## src/rtl/psum_accum_drain.sv

```systemverilog
// Lane-wise saturating psum accumulator over num_pass beats, then serial drain with optional ReLU.
// First word is valid the cycle after the last accepted beat; words hold while out_ready is low.
module psum_accum_drain #(
  parameter int NUM_OUT = 6,
  parameter int PSUM_W  = 16,
  parameter int ACC_W   = 24,
  parameter int PASS_W  = 4,
  parameter int IDX_W   = (NUM_OUT > 1) ? $clog2(NUM_OUT) : 1
) (
  input  logic                      clk,
  input  logic                      rst,
  input  logic                      start,
  input  logic [PASS_W-1:0]         num_pass,
  input  logic                      relu_en,
  input  logic                      in_valid,
  input  logic [NUM_OUT*PSUM_W-1:0] in_data,
  output logic                      in_ready,
  output logic                      out_valid,
  output logic [ACC_W-1:0]          out_data,
  output logic [IDX_W-1:0]          out_idx,
  output logic                      out_last,
  input  logic                      out_ready,
  output logic                      busy,
  output logic                      done,
  output logic                      sat_flag
);

  typedef enum logic [1:0] {S_IDLE, S_ACCUM, S_DRAIN} state_t;

  localparam logic signed [ACC_W-1:0] ACC_MAX = {1'b0, {(ACC_W-1){1'b1}}};
  localparam logic signed [ACC_W-1:0] ACC_MIN = {1'b1, {(ACC_W-1){1'b0}}};

  state_t                  state, state_nxt;
  logic signed [ACC_W-1:0] acc      [NUM_OUT];
  logic signed [ACC_W-1:0] acc_nxt  [NUM_OUT];
  logic signed [PSUM_W-1:0] lane_v  [NUM_OUT];
  logic signed [ACC_W-1:0] ext_v    [NUM_OUT];
  logic signed [ACC_W:0]   sum_v    [NUM_OUT];
  logic [NUM_OUT-1:0]      lane_sat;
  logic [PASS_W-1:0]       pass_cnt;
  logic [PASS_W-1:0]       pass_tgt;
  logic                    relu_q;
  logic [IDX_W-1:0]        idx;
  logic [IDX_W-1:0]        idx_nxt;
  logic                    beat;
  logic                    last_beat;
  logic                    hs;

  function automatic logic [ACC_W-1:0] relu_fn(input logic signed [ACC_W-1:0] v,
                                               input logic en);
    return (en && v[ACC_W-1]) ? '0 : v;
  endfunction

  assign in_ready  = (state == S_ACCUM);
  assign out_valid = (state == S_DRAIN);
  assign busy      = (state != S_IDLE);
  assign out_idx   = idx;
  assign beat      = in_valid & in_ready;
  assign last_beat = beat && (pass_cnt == pass_tgt - PASS_W'(1));
  assign hs        = out_valid & out_ready;
  assign idx_nxt   = idx + IDX_W'(1);

  // One extra guard bit per lane detects overflow of each individual addition.
  always_comb begin
    lane_sat = '0;
    for (int i = 0; i < NUM_OUT; i++) begin
      lane_v[i]  = in_data[i*PSUM_W +: PSUM_W];
      ext_v[i]   = ACC_W'(lane_v[i]);
      sum_v[i]   = (ACC_W+1)'(acc[i]) + (ACC_W+1)'(ext_v[i]);
      acc_nxt[i] = ext_v[i];
      if (pass_cnt != '0) begin
        if (sum_v[i][ACC_W] != sum_v[i][ACC_W-1]) begin
          lane_sat[i] = 1'b1;
          acc_nxt[i]  = sum_v[i][ACC_W] ? ACC_MIN : ACC_MAX;
        end else begin
          acc_nxt[i]  = sum_v[i][ACC_W-1:0];
        end
      end
    end
  end

  always_ff @(posedge clk or posedge rst) begin
    if (rst) state <= S_IDLE;
    else     state <= state_nxt;
  end

  always_comb begin
    state_nxt = state;
    case (state)
      S_IDLE:  if (start) state_nxt = S_ACCUM;
      S_ACCUM: if (last_beat) state_nxt = S_DRAIN;
      S_DRAIN: if (hs && out_last) state_nxt = S_IDLE;
      default: state_nxt = S_IDLE;
    endcase
  end

  always_ff @(posedge clk or posedge rst) begin
    if (rst) begin
      for (int i = 0; i < NUM_OUT; i++) acc[i] <= '0;
      pass_cnt <= '0;
      pass_tgt <= '0;
      relu_q   <= 1'b0;
      idx      <= '0;
      out_data <= '0;
      out_last <= 1'b0;
      done     <= 1'b0;
      sat_flag <= 1'b0;
    end else begin
      done <= 1'b0;
      case (state)
        S_IDLE: begin
          if (start) begin
            pass_tgt <= (num_pass == '0) ? PASS_W'(1) : num_pass;
            relu_q   <= relu_en;
            sat_flag <= 1'b0;
            pass_cnt <= '0;
          end
        end
        S_ACCUM: begin
          if (beat) begin
            for (int i = 0; i < NUM_OUT; i++) acc[i] <= acc_nxt[i];
            if (|lane_sat) sat_flag <= 1'b1;
            if (last_beat) begin
              // Lane 0 comes straight from the incoming sum so it is valid on DRAIN entry.
              idx      <= '0;
              out_data <= relu_fn(acc_nxt[0], relu_q);
              out_last <= (NUM_OUT == 1);
            end else begin
              pass_cnt <= pass_cnt + PASS_W'(1);
            end
          end
        end
        S_DRAIN: begin
          if (hs) begin
            if (out_last) begin
              done <= 1'b1;
            end else begin
              idx      <= idx_nxt;
              out_data <= relu_fn(acc[idx_nxt], relu_q);
              out_last <= (idx_nxt == IDX_W'(NUM_OUT-1));
            end
          end
        end
        default: ;
      endcase
    end
  end

endmodule

```

## config.mk

```make
export PLATFORM = sky130hd
export DESIGN_NAME = psum_accum_drain
export DESIGN_NICKNAME = d
export VERILOG_FILES = /design/src/rtl/psum_accum_drain.sv
export SDC_FILE = /design/constraint.sdc
export NUM_CORES = 1
export LEC_CHECK = 0
export BUFFER_PORTS_ARGS = -buffer_cell sky130_fd_sc_hd__buf_2
export CORE_AREA = 3 3 188 190
export CTS_BUF_LIST = sky130_fd_sc_hd__clkbuf_4 sky130_fd_sc_hd__clkbuf_8
export CTS_CLUSTER_DIAMETER = 40
export DETAILED_ROUTE_END_ITERATION = 7
export DIE_AREA = 0 0 191 193
export PLACE_DENSITY = 0.68
export RECOVER_POWER = 100
export SLEW_MARGIN = 5
export SYNTH_ARGS = -nofsm -noshare
export SYNTH_HDL_FRONTEND = slang
export SYNTH_SLANG_ARGS = --single-unit
```

## constraint.sdc

```tcl
create_clock -name clk -period 8.7 [get_ports clk]
set_input_delay 2.175 -clock clk [delete_from_list [all_inputs] [get_ports clk]]
set_output_delay 2.175 -clock clk [all_outputs]
set_load 0.03 [all_outputs]
```

# Word-level counts from Yosys, hierarchy flattened
# Index checks and enable logic that the tools add are counted.
# word_totals
reg_bits,185
latch_bits,0
ramBits,0
rom_bits,0
inputBits,106
out_inout_bits,33
memories,0
# classes
n_addsub,9
n_mul,0
n_div,0
n_lt_le_gt_ge,1
eq_ne,18
n_shift,0
n_mux,66
bitwise,3
reduce_logical,18
# op_table
operator,n
2-to-1 mux 24 bit,26
adder 24 x 16 -> 25 bit,6
binary-select mux 24 bit (select 3 bit),1
case mux 24 bit (2 select lines),1
2-to-1 mux 1 bit,22
2-to-1 mux 4 bit,4
2-to-1 mux 3 bit,4
AND reduction 4 bit,3
!= test 2 x 1 -> 1 bit (second input constant),5
case mux 4 bit (2 select lines),1
2-to-1 mux 2 bit,3
!= test 1 bit,6
!= test 2 bit (second input constant),3
case mux 2 bit (3 select lines),1
case mux 3 bit (2 select lines),1
nonzero test 2 bit,3
OR reduction 6 bit,1
AND reduction 5 bit,1
adder 4 x 1 -> 4 bit (second input constant),1
equality test 4 bit,1
>= comparator 4 bit (second input constant),1
logical AND 1 bit,4
zero test 4 bit,1
NOT 3 -> 4 bit,1
11 further kinds,14

# Logic depth before layout (Yosys ltp)
# Gate-level depths: netlist of the first run.
# depth
word_depth,10
mapped_depth,15
ltp_nobuf,13

# Least setup slack after synthesis of the first run
# No wires, ideal clock.
# synth_timing
path_kind,input port to flip-flop
from,input port in_data[32]
to,register acc[93] (netlist bit)
setup_ps,82
t_arrival_ps,4791
required_time_ps,8618
path_slack_ps,3827
path_stages,14
path_cell_list,ha_1 > inv_1 > fa_1 > nand2b_1 > a21oi_1 > o21ai_0 > o211ai_1 > o21ai_0 > o31a_2 > a21o_1 > a21oi_2 > buf_2 > o21ai_0 > a31oi_1
# synth_via
elab_chain_len,4
# synth_rtl
item,line_no,text
from (decl),16,"input logic [NUM_OUT*PSUM_W-1:0] in_data,"
adder 24 x 16 -> 25 bit (*),69,sum_v[i] = (ACC_W+1)'(acc[i]) + (ACC_W+1)'(ext_v[i]);
2-to-1 mux 24 bit / != test 1 bit (equally long branches),"74, 72",
2-to-1 mux 24 bit (*),72,if (sum_v[i][ACC_W] != sum_v[i][ACC_W-1]) begin
2-to-1 mux 24 bit (*),71,if (pass_cnt != '0) begin
to (decl),34,logic signed [ACC_W-1:0] acc [NUM_OUT];
# Every way passes the cells marked *; elsewhere a longest branch is shown, timed or not.
# A chain may end at the register's enable or synchronous reset.

# Final worst setup path of the first run
# layout_timing
from,input port in_data[80]
to,register acc[16] (netlist bit)
# The elaborated chain is that of the path after synthesis.

==> results.toml, run 1 <==
[outcome]
status = "finished with violations"
violations = "max-capacitance violations, max-slew violations"

[critical_path]
crit_fanout = 15
crit_path_frequent_cell = "a21oi_1"
crit_chain = "buf_2 > ha_1 > inv_1 > fa_1 > nor2b_1 > o31a_1 > o31ai_1 > a21oi_1 > a21oi_1 > a2111oi_0 > o21ai_2 > o31ai_1 > a21oi_2 > a21oi_1"
critical_path_required_ns = 9.13
cp.arrival_ns = 7.34
start_kind = "primary input"
crit_type = "primary input to flop"
end_kind = "flop"
cp_slowest_stage_delay_ns = 1.76
critPathSlowestCell = "o31ai_1"

[finish]
drive_gt1_share_pct = 10.8
syn_to_final_growth_pct = 7.52
final_area_sq_mm = 0.0180
nFillCells = 3198
utilization_pct = 53.6
nNetsFinal = 2332
final_cell_count_no_fill = 2533

[timing]
fin_crit_ns = 6.91
fin_setup_tns_ns = 0
finClkSkew_ns = 0.0201
rsz0062_at_grt = "false"
worst_pin_slew_ns = 3.01
period_share_pct = 79.4
hold_viol_final = 0
clock.fmax_mhz = 145
report.final.slew_viol_count = 177
maxSlewHeadroom_pct = -100
setup_viol = 0

[clocking]
hold_buffers = 0
root_buffer = "clkbuf_8"
clk_latency_ns = 0.51
post_cts_resized = 0
cts_buffer_depth = 2
cts_tree = "built"
cts_max_level = 4
post-cts-setup-buffers = 0
cts_num_sinks = 185
cts_buffers = 17
clkSlewWorstSetupHoldPaths_ns = 0.10

[routing]
drc = 0
routed.top_layer = "met5"
dr_wl_met2_um = 23400
drtIter0Drc = 1322
vias = 15900
wl_met3_um = 4210
firstDrtPassIters = 6
ant_nets = 0
detail_route.vias_per_cell = 6.29
wl_met1_um = 24400
routed_wl_um = 53200
wire_per_inst_um = 21.0

[floorplan]
die_area_sq_mm = 0.0369
die_h_um = 193
initial_core_util_pct = 49.9
num_rows = 67
die_w_um = 191
coreArea_sq_mm = 0.0336
ios = 139

[placed_design]
dp_cells = 2500
io_buffers = 138
placed_area_sq_mm = 0.0178
hpwl_um = 40200
gpl.final_weighted_congestion = 0.959

[synthesis]
yosysSeqAreaShare_pct = 27.6
synth-edff-count = 0
ys_top_cells_by_area = "dfrtp_1, ha_1, a21oi_1, nor2_1, xnor2_1"
syn_nets = 2243
syn_inst = 1982
netlist.top_cell.by_area = "dfrtp_1"
synth_common_cells = "nor2_1, a21oi_1, dfrtp_1"
netlist.area_leader.share_pct = 27.6
ys.flop_type = "dfrtp_1"
ys.warnings.count = 0
yosysMostFrequentCell = "nor2_1"
async_flop_share_pct = 100
synth-seq-cells = 185
avgSynthCellArea_sq_um = 8.46
ys_types = 97
syn_area_sq_mm = 0.0168

[power_and_ir_drop]
design_power_total_w = 0.00838
pwr-share-comb_pct = 71.1
ir_drop_uv = 238
power.share.sequential_pct = 21.9
clkPwrFrac_pct = 7.0
switching_power_w = 0.00439
swShare_pct = 52.5
power_density_mw_per_mm2 = 465
p_int_w = 0.00398
p_leak_nw = 7.75

[global_routing]
grt.overflow.total = 0
grt_first_pass_wirelength_um = 82900
grt_max_degree = 132
antenna_found_initial = 3
grt_usage_pct = 28.7
grt_pass1_vias = 14900

[run]
max-cap-violations = 7

[min_path]
min_path_type = "flop to flop"
cell type report:
| class | count | area (sq um) | area share, % |
|---|---|---|---|
| sequential | 185 | 4630 | 25.7 |
| multi-input combinational | 1653 | 11500 | 63.8 |
| inverter | 65 | 251 | 1.40 |
| clock buffer | 19 | 255 | 1.42 |
| antenna | 1 | 2.50 | 0.0139 |
| tap | 448 | 561 | 3.11 |
| clock inverter | 13 | 119 | 0.659 |
| timing repair buffer | 149 | 711 | 3.94 |
metal layers:
layer,global-route usage [%],vias up
met5,0,-
met4,8.10,2
met3,4.32,69
met2,44.6,586
met1,41.7,7716
li1,-,7564
power groups by stage:
stage / Combinational, W / Clock, W / Sequential, W
floorplan: 0.00464 / 0 / 0.00165
global placement: 0.00582 / 0 / 0.00181
detailed placement: 0.00593 / 0 / 0.00182
CTS: 0.00596 / 0.000596 / 0.00181
global route: 0.00660 / 0.000627 / 0.00186
finish: 0.00595 / 0.000590 / 0.00183
registers in the layout (all words and copies together), names as in the netlist, 2 cells and up:
register,flops
acc,144
out_data,24
pass_cnt,4
pass_tgt,4
out_idx,3
state,2
cells in the final DEF, fill, tap and decap left out, types with 15 or more instances in the layout:
master and count:
clkbuf_8 18, a21o_1 60, o31ai_1 16, nor2_1 259, and3_1 15, o21bai_1 19, nand3_1 24, nor3_1 45
a221o_1 24, buf_2 97, o22ai_1 18, o21a_1 28, a21oi_1 245, mux4_2 24, xnor2_1 82, a31oi_1 29
xor2_1 38, a211oi_1 29, o21ai_0 134, inv_1 63, nand2b_1 19, mux2i_1 30, dfrtp_1 184, nor2b_1 15
nand2_1 129, ha_1 148, a22oi_1 18, clkbuf_1 44
critical path, delay by kind of cell:
kind                       cells  cell delay [ns]
AOI/OAI and AO/OA              9             4.22
adders and majority gates      2             0.60
and+or+nand+nor                1             0.17
buffers and inverters          2             0.17
per-stage QoR:
stage,setup WS (ns),hold WS [ns]
floorplan,1.50,0.458
global placement,2.82,0.467
detailed placement,2.74,0.474
CTS,3.26,0.496
global route,1.46,0.528
finish,1.79,0.504
path summary, 6_finish.rpt:
| check | to | start | cells after the start | slack [ns] |
|---|---|---|---|---|
| hold reg to reg | state[0] | state[1] | 1 | 0.50 |
| max in group asynchronous | acc[89] | rst | 3 | 3.40 |
| setup reg to reg | acc[16] | acc[0] | 13 | 3.10 |
| hold / removal | state[0] | state[1] | 1 | 0.50 |
| setup / recovery | acc[16] | in_data[80] | 14 | 1.79 |
| min in group asynchronous | acc[6] | rst | 2 | 1.87 |
cell families (layout without fill, tap and decap cells):
kind of cell / Yosys count / count (layout) / synth area share (%)
flops: 185 / 185 / 27.6
simple gates: 561 / 561 / 15.0
compound gates: 746 / 746 / 29.6
fa+ha+maj: 157 / 157 / 12.0
other cells: 0 / 1 / 0
mux: 67 / 67 / 5.91
buf+inv: 144 / 246 / 3.43
xor+xnor: 122 / 122 / 6.49
No activity file was read; power rests on OpenSTA's default activity.
==> inputs of run 2 (changes only) <==
clock period = 6.9 ns   (was 8.7 ns; I/O delays follow)
==> results.toml, run 2 (synthesis gave the netlist of run 1 again) <==
[global_routing]
grt_first_pass_wirelength_um = 84100
grt_max_degree = 76
grt_usage_pct = 29.0
grt.overflow.total = 0
grt_pass1_vias = 15100
antenna_found_initial = 4

[timing]
report.final.slew_viol_count = 285
finClkSkew_ns = 0.0161
rsz0062_at_grt = "false"
worst_pin_slew_ns = 3.60
maxSlewHeadroom_pct = -141
fin_crit_ns = 5.85
hold_viol_final = 0
worst_slack_ns = 1.05
period_share_pct = 84.7
fin_setup_tns_ns = 0
setup_viol = 0
clock.fmax_mhz = 171

[placed_design]
gpl.final_weighted_congestion = 0.967
io_buffers = 138
pre_cts_ws_ns = 1.41
hpwl_um = 40500
dp_cells = 2502

[clocking]
cts_tree = "built"
clk_latency_ns = 0.50
cts_buffer_depth = 2
root_buffer = "clkbuf_8"
hold_buffers = 0
cts_buffers = 17
cts_num_sinks = 185
post-cts-setup-buffers = 0
cts_max_level = 4
post_cts_resized = 0
clkSlewWorstSetupHoldPaths_ns = 0.10

[critical_path]
r2r_slack_ns = 1.98
crit_type = "primary input to flop"
crit_fanout = 23
start_kind = "primary input"
r2r-start = "acc[72]"
cp.arrival_ns = 6.27
critical_path_required_ns = 7.32
end_kind = "flop"
crit_path_start = "in_data[32]"

[routing]
ant_nets = 0
drc = 0
drtIter0Drc = 1537
detail_route.vias_per_cell = 6.31
routed_wl_um = 53300
wire_per_inst_um = 21.0
vias = 16000
firstDrtPassIters = 6

[finish]
final_cell_mix = "nor2_1, a21oi_1, dfrtp_1"
final_cell_count_no_fill = 2534
largest_register_ffs = 144
nNetsFinal = 2334
largestRegisters = "acc x144, out_data x24"
largest-register = "acc"
syn_to_final_growth_pct = 7.78
drive_gt1_share_pct = 11.0
final_common_cell = "nor2_1"

[min_path]
hold_start = "state[1]"
min_path_type = "flop to flop"

[outcome]
violations = "max-capacitance violations, max-slew violations"
status = "finished with violations"

[power_and_ir_drop]
ir_drop_uv = 389
p_leak_nw = 7.77
design_power_total_w = 0.0106
power_density_mw_per_mm2 = 589

[floorplan]
num_rows = 67
die_w_um = 191
initial_core_util_pct = 49.9
coreArea_sq_mm = 0.0336
die_h_um = 193
ios = 139
die_area_sq_mm = 0.0369

[run]
max-cap-violations = 6
[run 2: final timing paths]
check                           end  depth (start not counted)
min in group asynchronous   acc[11]                          2
min                        state[0]                          1
min reg2reg                state[0]                          1
max                         acc[84]                         14
max reg2reg                 acc[84]                         13
max in group asynchronous   acc[69]                          3
[run 2: where the power goes]
group          internal [W]  switching [W]  leakage [nW]
combinational       0.00311        0.00442          5.45
clock              0.000359       0.000436         0.196
sequential          0.00163       0.000694          2.13
total               0.00510        0.00555          7.77
[run 2: per-layer routing]
metal / global-route usage (%) / vias up / wire [um]
met3: 4.63 / 74 / 4390
met4: 8.10 / 4 / 1260
li1: - / 7552 / -
met5: 0 / - / 31
met2: 45.1 / 641 / 23200
met1: 42.1 / 7726 / 24500
[run 2: critical path, stage by stage]
cell and delay (ns):
clkbuf_1 0.13, ha_1 0.21, inv_1 0.06, fa_1 0.39, nand2b_1 0.20, a21oi_1 0.21
o21ai_0 0.17, o211ai_1 0.30, o21ai_0 0.23, o31a_2 0.41, a21o_1 0.20, a21oi_1 1.48
o21ai_0 0.31, a21oi_1 0.23
[run 2: cell type report]
cell class | instances | area, sq um
Timing Repair Buffer | 151 | 727
Clock inverter | 10 | 118
Inverter | 65 | 245
Tap cell | 448 | 561
Clock buffer | 21 | 289
Fill cell | 3150 | 15500
Sequential cell | 185 | 4630
Antenna cell | 1 | 2.50
Multi-Input combinational cell | 1653 | 11500
[run 2: per-stage QoR]
step | hold slack, ns | util, % | instance area, sq um
floorplan | 0.458 | - | 16800
global placement | 0.475 | 53.0 | 17800
detailed placement | 0.485 | 53.0 | 17800
CTS | 0.507 | 54.2 | 18200
global route | 0.525 | 53.7 | 18100
finish | 0.511 | 53.7 | 18100
==> inputs of run 3 (changes only) <==
PLACE_DENSITY = 0.7   (was 0.68)
clock period = 4.81 ns   (was 6.9 ns; I/O delays follow)
==> results.toml, run 3 (synthesis gave the netlist of run 1 again) <==
[finish]
drive_gt1_share_pct = 11.8
final_cell_count_no_fill = 2559
largest-register = "acc"
nNetsFinal = 2358
largest_register_ffs = 144
largestRegisters = "acc x144, out_data x24"
syn_to_final_growth_pct = 8.87
final_cell_mix = "nor2_1, a21oi_1, dfrtp_1"
final_common_cell = "nor2_1"

[critical_path]
cp_top_family = "compound AO/OA/AOI/OAI gates"
critical_path_required_ns = 5.23
end_kind = "flop"
crit_path_frequent_cell = "a21oi_1"
r2r-start = "acc[48]"
cp.arrival_ns = 4.74
reg2reg_to = "acc[55]"
r2r_slack_ns = 0.94
crit_chain = "clkbuf_1 > ha_1 > inv_1 > fa_1 > nor2b_1 > o31a_1 > o31ai_1 > a21oi_1 > a21oi_1 > a2111oi_4 > nor2_1 > a211oi_1 > clkbuf_1 > o21ai_0 > a21oi_1"
path_depth = 15
crit_end = "acc[0]"
critPathBufInv = 3
crit_fanout = 8
crit_type = "primary input to flop"
critPathSlowestCell = "a2111oi_4"
cp_slowest_stage_delay_ns = 0.50
start_kind = "primary input"
reg2reg_depth = 12
crit_path_start = "in_data[80]"

[floorplan]
ios = 139
initial_core_util_pct = 49.9
die_h_um = 193
die_area_sq_mm = 0.0369
die_w_um = 191
num_rows = 67
coreArea_sq_mm = 0.0336

[timing]
report.final.slew_viol_count = 111
clock.fmax_mhz = 232
finClkSkew_ns = 0.0232
rsz0062_at_grt = "false"
maxSlewHeadroom_pct = -40.4
worst_pin_slew_ns = 2.10
fin_setup_tns_ns = 0
fin_crit_ns = 4.32
period_share_pct = 89.7
hold_viol_final = 0
setup_viol = 0

[power_and_ir_drop]
design_power_total_w = 0.0154
ir_drop_uv = 369
power_density_mw_per_mm2 = 843
p_leak_nw = 7.85

[routing]
detail_route.vias_per_cell = 6.22
ant_nets = 0
routed_wl_um = 53300
wire_per_inst_um = 20.8
drc = 0
vias = 15900
firstDrtPassIters = 6
drtIter0Drc = 1414

[clocking]
clk_latency_ns = 0.49
root_buffer = "clkbuf_8"
cts_buffer_depth = 2
post_cts_resized = 0
cts_num_sinks = 185
hold_buffers = 0
clkSlewWorstSetupHoldPaths_ns = 0.10
cts_buffers = 17
post-cts-setup-buffers = 0
cts_max_level = 4
cts_tree = "built"

[global_routing]
antenna_found_initial = 5
grt.overflow.total = 0
grt_max_degree = 70
grt_usage_pct = 28.7
grt_first_pass_wirelength_um = 82900
grt_pass1_vias = 15000

[min_path]
min_path_type = "flop to flop"

[placed_design]
io_buffers = 138
hpwl_um = 41400
gpl.final_weighted_congestion = 0.966
dp_cells = 2526

[outcome]
violations = "max-capacitance violations, max-slew violations"
status = "finished with violations"

[run]
max-cap-violations = 2
-- run 3: through the flow --
stage / area [sq um] / util (%) / setup WS [ns] / hold WS (ns)
detailed placement: 18000 / 53.6 / 0.321 / 0.494
global placement: 18000 / 53.6 / 0.412 / 0.486
finish: 18300 / 54.3 / 0.493 / 0.503
global route: 18300 / 54.3 / 0.288 / 0.533
CTS: 18400 / 54.8 / 0.824 / 0.506
floorplan: 16800 / - / 0.893 / 0.458
-- run 3: routing by layer --
metal | GRT usage [%] | vias up | part of all wire [%]
met5 | 0 | - | 0.041
met4 | 8.86 | 4 | 2.9
met3 | 5.68 | 73 | 8.8
met2 | 44.2 | 624 | 43
met1 | 41.1 | 7603 | 45
li1 | - | 7604 | -
-- run 3: worst min path at each step --
stage / start / endpoint / slack [ns] / cells past startpoint
6_report: state[1] / state[0] / 0.50 / 1
5_1_grt: state[1] / state[0] / 0.53 / 1
4_1_cts: state[1] / state[0] / 0.51 / 1
3_5_place_dp: state[1] / state[0] / 0.49 / 1
3_3_place_gp: state[1] / state[0] / 0.49 / 1
2_1_floorplan: state[1] / state[0] / 0.46 / 1
-- run 3: final cells by class --
class	count	area, sq um
Sequential cell	185	4630
Timing Repair Buffer	175	898
Clock inverter	12	140
Clock buffer	20	256
Antenna cell	1	2.50
Multi-Input combinational cell	1653	11500
Tap cell	448	561
Fill cell	3150	15400
Inverter	65	245
-- run 3: worst register-to-register path: cells and delay by family, from the launching register on --
kind,cells,cell delay [ns]
fa+ha+maj,2,0.48
compound gates,7,2.11
simple gates,2,0.60
flops,1,0.49
buf+inv,1,0.08
-- run 3: power breakdown --
| part | internal [W] | total [W] | switching (W) |
|---|---|---|---|
| clock | 0.000485 | 0.00111 | 0.000628 |
| combinational | 0.00457 | 0.0110 | 0.00639 |
| sequential | 0.00234 | 0.00332 | 0.000985 |
| total | 0.00739 | 0.0154 | 0.00800 |
